[config.mk]
export PLATFORM = sky130hd
export DESIGN_NAME = mux4_rr_arbiter_flat
export DESIGN_NICKNAME = d
export VERILOG_FILES = /design/src/rtl/mux4_rr_arbiter_if.sv /design/src/rtl/mux4_rr_arbiter.sv /design/src/flat_wrapper.sv
export SDC_FILE = /design/constraint.sdc
export NUM_CORES = 1
export LEC_CHECK = 0
export CORE_MARGIN = 2
export CORE_UTILIZATION = 52
export CTS_BUF_LIST = sky130_fd_sc_hd__clkbuf_4 sky130_fd_sc_hd__clkbuf_8 sky130_fd_sc_hd__clkbuf_16
export CTS_CLUSTER_SIZE = 24
export DETAILED_ROUTE_END_ITERATION = 7
export PLACE_DENSITY = 0.8
export SYNTH_ARGS = -nofsm -noshare
export SYNTH_HDL_FRONTEND = slang
export SYNTH_SLANG_ARGS = --single-unit
[constraint.sdc]
create_clock -name clk -period 2.8 [get_ports clk]
set_clock_uncertainty 0.05 [all_clocks]
set_input_delay 0.56 -clock clk [delete_from_list [all_inputs] [get_ports clk]]
set_output_delay 0.56 -clock clk [all_outputs]
set_load 0.005 [all_outputs]
[src/rtl/mux4_rr_arbiter_if.sv]
// Request/grant bundle between the four requesters and the round-robin arbiter.
// The arbiter drives the mux select s alongside the one-hot grant.
interface mux4_rr_arbiter_if;
   logic [3:0] req;
   logic [3:0] gnt;
   logic [1:0] s;
   logic       busy;
   logic       switch;

   modport master (output req, input gnt, s, busy, switch);
   modport slave  (input req, output gnt, s, busy, switch);
endinterface

[src/rtl/mux4_rr_arbiter.sv]
// Round-robin arbiter for the shared 4-to-1 mux: one-hot grant, matching select,
// and a hold-time limit that forces a handover when other requesters are waiting.
//
//   state   | meaning
//   --------+-------------------------------------------------------------
//   S_IDLE  | no grant; s keeps its last value
//   S_GRANT | requester s holds the bus; cnt counts its consecutive cycles
module mux4_rr_arbiter #(
   parameter int HOLD_MAX = 8
) (
   input  logic               clk,
   input  logic               rst_n,
   mux4_rr_arbiter_if.slave   bus
);

   localparam int CW = (HOLD_MAX > 1) ? $clog2(HOLD_MAX) : 1;
   localparam logic [CW-1:0] CNT_LAST = CW'(HOLD_MAX - 1);

   typedef enum logic {S_IDLE, S_GRANT} state_t;

   state_t        state_q, state_d;
   logic [3:0]    gnt_q, gnt_d;
   logic [1:0]    s_q, s_d;
   logic          busy_q, busy_d;
   logic          switch_q, switch_d;
   logic [1:0]    ptr_q, ptr_d;
   logic [CW-1:0] cnt_q, cnt_d;

   logic [3:0] others, src;
   logic [1:0] start, win;
   logic       load;

   // First set bit of r, scanning start, start+1, ... modulo 4.
   function automatic logic [1:0] pick(input logic [3:0] r, input logic [1:0] first);
      logic [1:0] idx;
      logic [1:0] sel;
      logic       found;
      sel   = first;
      found = 1'b0;
      for (int i = 0; i < 4; i++) begin
         idx = first + 2'(i);
         if (!found && r[idx]) begin
            sel   = idx;
            found = 1'b1;
         end
      end
      return sel;
   endfunction

   always_ff @(posedge clk or negedge rst_n) begin
      if (!rst_n) begin
         state_q  <= S_IDLE;
         gnt_q    <= 4'b0000;
         s_q      <= 2'b00;
         busy_q   <= 1'b0;
         switch_q <= 1'b0;
         ptr_q    <= 2'b00;
         cnt_q    <= '0;
      end else begin
         state_q  <= state_d;
         gnt_q    <= gnt_d;
         s_q      <= s_d;
         busy_q   <= busy_d;
         switch_q <= switch_d;
         ptr_q    <= ptr_d;
         cnt_q    <= cnt_d;
      end
   end

   // From IDLE the search starts at ptr; on a handover it starts just past the holder.
   always_comb begin
      others = bus.req & ~(4'b0001 << s_q);
      src    = (state_q == S_IDLE) ? bus.req : others;
      start  = (state_q == S_IDLE) ? ptr_q : s_q + 2'd1;
      win    = pick(src, start);
   end

   always_comb begin
      state_d  = state_q;
      gnt_d    = gnt_q;
      s_d      = s_q;
      busy_d   = busy_q;
      switch_d = 1'b0;
      ptr_d    = ptr_q;
      cnt_d    = cnt_q;
      load     = 1'b0;

      case (state_q)
         S_IDLE: begin
            if (|bus.req) load = 1'b1;
         end
         S_GRANT: begin
            if (bus.req[s_q] && cnt_q != CNT_LAST) begin
               cnt_d = cnt_q + CW'(1);
            end else if (|others) begin
               load     = 1'b1;
               switch_d = 1'b1;
            end else if (bus.req[s_q]) begin
               cnt_d = '0;
            end else begin
               state_d = S_IDLE;
               gnt_d   = 4'b0000;
               busy_d  = 1'b0;
               cnt_d   = '0;
            end
         end
         default: state_d = S_IDLE;
      endcase

      if (load) begin
         state_d = S_GRANT;
         gnt_d   = 4'b0001 << win;
         s_d     = win;
         busy_d  = 1'b1;
         cnt_d   = '0;
         ptr_d   = win + 2'd1;
      end
   end

   assign bus.gnt    = gnt_q;
   assign bus.s      = s_q;
   assign bus.busy   = busy_q;
   assign bus.switch = switch_q;

endmodule

[src/flat_wrapper.sv]
// flat-port wrapper written by rule: the top's interface ports become plain ports
module mux4_rr_arbiter_flat 
#(
   parameter int HOLD_MAX = 8
)
  (clk, rst_n, bus_req, bus_gnt, bus_s, bus_busy, bus_switch);
  mux4_rr_arbiter_if bus_i ();
  input  logic clk;
  input  logic rst_n;
  input wire logic [$bits(bus_i.req)-1:0] bus_req;
  output wire logic [$bits(bus_i.gnt)-1:0] bus_gnt;
  output wire logic [$bits(bus_i.s)-1:0] bus_s;
  output wire logic [$bits(bus_i.busy)-1:0] bus_busy;
  output wire logic [$bits(bus_i.switch)-1:0] bus_switch;
  assign bus_i.req = bus_req;
  assign bus_gnt = bus_i.gnt;
  assign bus_s = bus_i.s;
  assign bus_busy = bus_i.busy;
  assign bus_switch = bus_i.switch;
  mux4_rr_arbiter #(.HOLD_MAX(HOLD_MAX)) u_core (.clk(clk), .rst_n(rst_n), .bus(bus_i));
endmodule
==> results of run 1 <==
worst register-to-register path: cells and delay by family, from the launching register on:
| family | cells | cell delay [ns] |
|---|---|---|
| AO/OA/AOI/OAI | 3 | 0.60 |
| flip-flops | 1 | 0.47 |
| buffers and inverters | 1 | 0.11 |
| AND/OR/NAND/NOR | 2 | 0.32 |
| multiplexers | 1 | 0.41 |
| adder cells (fa/ha/maj) | 1 | 0.30 |
area by class of cell:
cell class	instances	share of cell area, %
multi-input combinational	62	48.45
sequential	14	32.22
timing repair buffer	13	11.97
clock buffer	4	3.337
inverter	6	2.071
tap	17	1.956
synthesized netlist by cell type (all sizes together):
cell	instances	area [um^2]
nor2b	2	20.02
a32oi	1	8.760
or2b	2	15.01
and2	1	8.760
nor4	1	6.260
o21ai	2	10.00
a22o	6	52.55
and3	2	22.52
xor2	1	8.760
buf	1	11.26
a2111oi	1	27.53
a21boi	3	26.28
or2	1	6.260
and2b	1	8.760
nand2b	5	33.78
inv	6	22.52
a21bo	1	10.01
mux4	1	22.52
a21oi	7	42.54
nor3	1	5.000
nand2	4	15.01
mux2	1	11.26
mux2i	1	10.01
a211o	1	8.760
nor2	6	41.29
o2111ai	1	8.760
ha	6	75.07
a21o	2	15.01
o22ai	1	6.260
dfrtp	14	350.3
layer usage:
metal	share of wire, %	wire length, um
met2	50	828
met1	45	748
met4	0.24	4
met5	0	0
met3	5.0	83
sequential cells by signal (all words and copies together) (netlist names):
signal,cells
u_core.bus.busy,1
u_core.bus.gnt,4
u_core.bus.s,2
u_core.bus.switch,1
u_core.cnt_q,3
u_core.ptr_q,2
u_core.state_q,1
how the worst max path moves through the flow:
stage,start,endpoint,slack (ns),depth (start not counted)
floorplan,u_core.bus.s[0],u_core.bus.gnt[0],0.67,8
global placement,bus_req[0],u_core.ptr_q[1],0.36,7
detailed placement,bus_req[0],u_core.ptr_q[1],0.28,7
CTS,u_core.bus.s[0],u_core.bus.gnt[2],0.43,8
global route,u_core.bus.s[0],u_core.bus.gnt[2],0.28,8
finish,u_core.bus.s[0],u_core.bus.gnt[0],0.43,8
logic make-up (layout without fill, tap and decap cells):
group           after synthesis  in the layout  share of synthesized area (%)
mux                           3              3                          4.807
xor+xnor                      1              1                         0.9617
fa+ha+maj                     6              6                          8.242
buf+inv                       7             23                          3.709
compound gates               26             26                          23.76
flops                        14             14                          38.46
simple gates                 26             26                          20.05
power by group:
part           switching, mW  internal, mW  total [mW]
Combinational          0.391         0.407       0.799
Sequential            0.0717         0.290       0.361
Clock                 0.0620        0.0789       0.141
per-stage QoR:
stage                     worst slack [ns]  util, %  power (mW)  hold slack, ns  area [um^2]
after floorplan                     0.6700        -      0.9513          0.2144        910.9
after global placement              0.3633    62.22       1.140          0.4201         1051
after detailed placement            0.2831    62.22       1.156          0.4247         1051
after CTS                           0.4261    64.37       1.313          0.4437         1087
after global routing                0.2767    64.37       1.414          0.4808         1087
final                               0.4336    64.37       1.301          0.4389         1087
==> flow_summary.json, run 1 <==
{
  "status": "completed",
  "power_density_nw_per_um2": 1196,
  "io_pins": 14,
  "cts_setup_buffers": 0,
  "htreeDepth": 1,
  "nets": 112,
  "critical_path.top_delay_family": "compound AO/OA/AOI/OAI gates",
  "clk_pin_slew_ns": 0.08,
  "cts_sinks": 14,
  "use_met2_pct": 31.39,
  "vias_per_cell": 5.759,
  "grtUsageMet3_pct": 3.175,
  "grt_first_pass_wirelength_mm": 2.960,
  "drt-wirelength-per-cell_um": 14.34,
  "synth_area_um2": 910.9,
  "seq_area_um2": 350.3,
  "max_stage_delay_ns": 0.47,
  "gp_congestion": 0.8413,
  "multiInputGateArea_um2": 526.8,
  "max_freq_mhz": 422.6,
  "final_common_cell": "dfrtp_1",
  "placed_cells_incl_taps": 112,
  "ff2ff_path_depth": 8,
  "final_cell_count_no_fill": 116,
  "cts_tree": "done",
  "finalSetupViolations": 0,
  "hp-class": "flop to flop",
  "postRouteAntennaNets": 0,
  "synthDistinctLibCells": 38,
  "cts-root-to-sink-buffers": 2,
  "layout_common_cells": "dfrtp_1, clkdlybuf4s50_1, inv_1, a22o_1, ha_1",
  "syn-num-nets": 95,
  "n_fill_cell": 146,
  "p_leak_nw": 0.5173,
  "gr-total-overflow": 0,
  "synthToLayoutAreaGrowth_pct": 19.37,
  "core_area_um2": 1689,
  "cts-resized-gates": 0,
  "worstSetupStartpointType": "flop",
  "cts_buffers": 3,
  "insertion_delay_ns": 0.27,
  "die_h_um": 45.86,
  "worstPathRequired_ns": 2.91,
  "die_area_um2": 2103,
  "grt_pass1_vias": 688,
  "cap_violations": 0,
  "slowest_stage": "dfrtp_1",
  "syn_avg_cell_area_um2": 10.97,
  "r2r_setup_slack_ns": 0.43,
  "yosys_register_bits": 14,
  "cts_root_buf": "clkbuf_4",
  "cts-hold-fix-buffers": 0,
  "grtUsageMet1_pct": 25.31,
  "vias": 668,
  "num_rows": 15,
  "drive_above_1_share_pct": 18.18,
  "syn_inst": 83,
  "antennaDiodeCount": 0,
  "drc": 0,
  "tns_ns": 0,
  "start_util_pct": 53.93,
  "critPathKind": "flop to flop",
  "r2r-start": "u_core.bus.s[0]",
  "tightestPinTransition_ns": 0.5924,
  "hpwlAfterDp_mm": 1.246,
  "finalMaxSlewViolations": 0,
  "antenna_found_initial": 0,
  "track_usage_pct": 19.25,
  "yosys_warnings": 0,
  "grt_max_degree": 15,
  "dr.pass1.iters": 4,
  "seq_area_frac_synth_pct": 38.46,
  "cp_max_fo": 7,
  "fin_crit_ns": 2.366,
  "die_w_um": 45.86,
  "min_to": "u_core.ptr_q[1]",
  "cp-end-kind": "flop",
  "routed_wl_mm": 1.664,
  "crit_chain": "inv_1, ha_1, mux2i_1, nand2b_1, a21oi_1, a211o_1, nor2b_4, a22o_1",
  "timing.slew.headroom_pct": 60.38,
  "crit_arrival_ns": 2.48,
  "whs_path_depth": 2,
  "io_buffers": 13,
  "rr_endpoint": "u_core.bus.gnt[0]",
  "peakVddDrop_mv": 0.5658,
  "period_share_pct": 84.51,
  "hold_viol": 0,
  "rsz0062_at_grt": "no",
  "drt_iter0_drc": 22,
  "grt_busiest_layer": "met2",
  "min_from": "u_core.ptr_q[1]",
  "crit_buf_inv": 1
}
Note: power is estimated with default switching activity, not from simulation.
==> inputs of run 2 (changes only) <==
==> constraint.sdc (replaced) <==
create_clock -name clk -period 2.2 [get_ports clk]
set_clock_uncertainty 0.05 [all_clocks]
set_input_delay 0.44 -clock clk [delete_from_list [all_inputs] [get_ports clk]]
set_output_delay 0.44 -clock clk [all_outputs]
set_load 0.005 [all_outputs]
==> flow_summary.json, run 2 (synthesis gave the netlist of run 1 again) <==
{
  "crit_arrival_ns": 2.18,
  "die_w_um": 45.86,
  "insertion_delay_ns": 0.27,
  "worstPathRequired_ns": 2.31,
  "final_cell_area_um2": 1134,
  "num_rows": 15,
  "status": "completed",
  "largest_reg_flops": 4,
  "track_usage_pct": 19.70,
  "drt-wirelength-per-cell_um": 14.32,
  "io_pins": 14,
  "htreeDepth": 1,
  "vias": 710,
  "antenna_found_initial": 0,
  "antennaDiodeCount": 0,
  "timing.slew.headroom_pct": 59.10,
  "hold_viol": 0,
  "hp-class": "flop to flop",
  "grt_busiest_layer": "met2",
  "dr.pass1.iters": 4,
  "cp_max_fo": 6,
  "drc": 0,
  "worstSetupStartpointType": "flop",
  "grt_pass1_vias": 719,
  "die_area_um2": 2103,
  "use_met2_pct": 30.28,
  "cts_sinks": 14,
  "clk_pin_slew_ns": 0.08,
  "drt_iter0_drc": 8,
  "grtUsageMet1_pct": 26.26,
  "dpl_cell_area_um2": 1111,
  "rsz0062_at_grt": "no",
  "synthToLayoutAreaGrowth_pct": 24.45,
  "finalSetupViolations": 0,
  "postRouteAntennaNets": 0,
  "final_common_cell": "dfrtp_1",
  "vias_per_cell": 5.772,
  "period_share_pct": 93.76,
  "tightestPinTransition_ns": 0.6116,
  "power_density_nw_per_um2": 1522,
  "fin_crit_ns": 2.063,
  "p_leak_nw": 0.5494,
  "cp-end-kind": "flop",
  "grtUsageMet3_pct": 3.968,
  "finalMaxSlewViolations": 0,
  "cap_violations": 0,
  "hpwlAfterDp_mm": 1.322,
  "io_buffers": 13,
  "die_h_um": 45.86,
  "cts-hold-fix-buffers": 0,
  "p_total_mw": 1.725,
  "drive_above_1_share_pct": 23.58,
  "tns_ns": 0,
  "hold_slack_ns": 0.4391,
  "core_area_um2": 1689,
  "layout_common_cells": "dfrtp_1, clkdlybuf4s50_1, buf_4",
  "routed_wl_mm": 1.761,
  "nets": 120,
  "gp_congestion": 0.8842,
  "grt_max_degree": 15,
  "critPathKind": "flop to flop",
  "cts-root-to-sink-buffers": 2,
  "cts_root_buf": "clkbuf_4",
  "peakVddDrop_mv": 0.7840,
  "start_util_pct": 53.93,
  "grt_first_pass_wirelength_mm": 3.008,
  "cts_buffers": 3,
  "gr-total-overflow": 0,
  "n_fill_cell": 138,
  "max_freq_mhz": 484.8,
  "cts_tree": "done"
}
==> run 2: cell types whose count changed in the layout (fill, tap and decap cells not counted), sizes merged <==
cell and delta:
clkbuf -1, buf +8
==> run 2: critical path, stage by stage, from the launching register on <==
cell	delay, ns
dfrtp_1	0.38
inv_1	0.07
ha_1	0.28
mux2i_1	0.06
buf_4	0.17
nor3_1	0.30
a2111oi_4	0.08
a21oi_2	0.27
inv_1	0.10
a22o_1	0.19
==> run 2: stage by stage <==
| step | util (%) | worst slack, ns | instances |
|---|---|---|---|
| 2_1_floorplan | - | 0.07003 | 83 |
| 6_report | 67.11 | 0.1372 | 123 |
| 3_5_place_dp | 65.78 | -0.1665 | 120 |
| 4_1_cts | 67.11 | 0.1294 | 123 |
| 3_3_place_gp | 65.78 | -0.1025 | 120 |
| 5_1_grt | 67.11 | 0.02684 | 123 |
==> run 2: report_power, final <==
part / switching, mW / internal, mW / total [mW]
sequential: 0.0716 / 0.369 / 0.440
clock: 0.0783 / 0.0634 / 0.142
combinational: 0.544 / 0.599 / 1.14
total: 0.694 / 1.03 / 1.73
==> run 2: path summary, 6_finish.rpt <==
| path | startpoint | endpoint | slack, ns | cells past startpoint |
|---|---|---|---|---|
| setup / recovery | u_core.bus.s[0] | u_core.bus.gnt[1] | 0.14 | 9 |
| hold reg to reg | u_core.bus.busy | u_core.bus.busy | 0.44 | 2 |
| setup reg to reg | u_core.bus.s[0] | u_core.bus.gnt[1] | 0.14 | 9 |
| hold / removal | u_core.bus.busy | u_core.bus.busy | 0.44 | 2 |
| min in group asynchronous | rst_n | u_core.bus.s[1] | 0.49 | 1 |
| max in group asynchronous | rst_n | u_core.ptr_q[1] | 1.21 | 1 |
==> run 2: routing by layer <==
layer	share of wire, %	routed length (um)
met1	48	839
met5	0	0
met3	5.1	90
met2	46	816
met4	0.85	15
==> run 2: final cells by class <==
class                   instances  area [um^2]  area share, %
repair buffers                 21        190.2          16.78
flip-flops and latches         14        350.3          30.91
multi-input cells              62        526.8          46.47
inverters                       6        22.52          1.987
well taps                      17        21.27          1.876
clock buffers                   3        22.52          1.987
==> run 2: what timing repair did <==
item                       4_1_cts  5_1_grt
gates resized for setup          0        1
buffers inserted                 0        0
setup endpoints to repair        0        6
==> inputs of run 3 (changes only) <==
--- a/config.mk
+++ b/config.mk
@@ -11,6 +11,7 @@
 export CTS_CLUSTER_SIZE = 24
 export DETAILED_ROUTE_END_ITERATION = 7
 export PLACE_DENSITY = 0.8
+export SKIP_CTS_REPAIR_TIMING = 1
 export SYNTH_ARGS = -nofsm -noshare
 export SYNTH_HDL_FRONTEND = slang
 export SYNTH_SLANG_ARGS = --single-unit
==> results of run 3 <==
The final DEF is identical to that of run 2; final timing and power are the same.
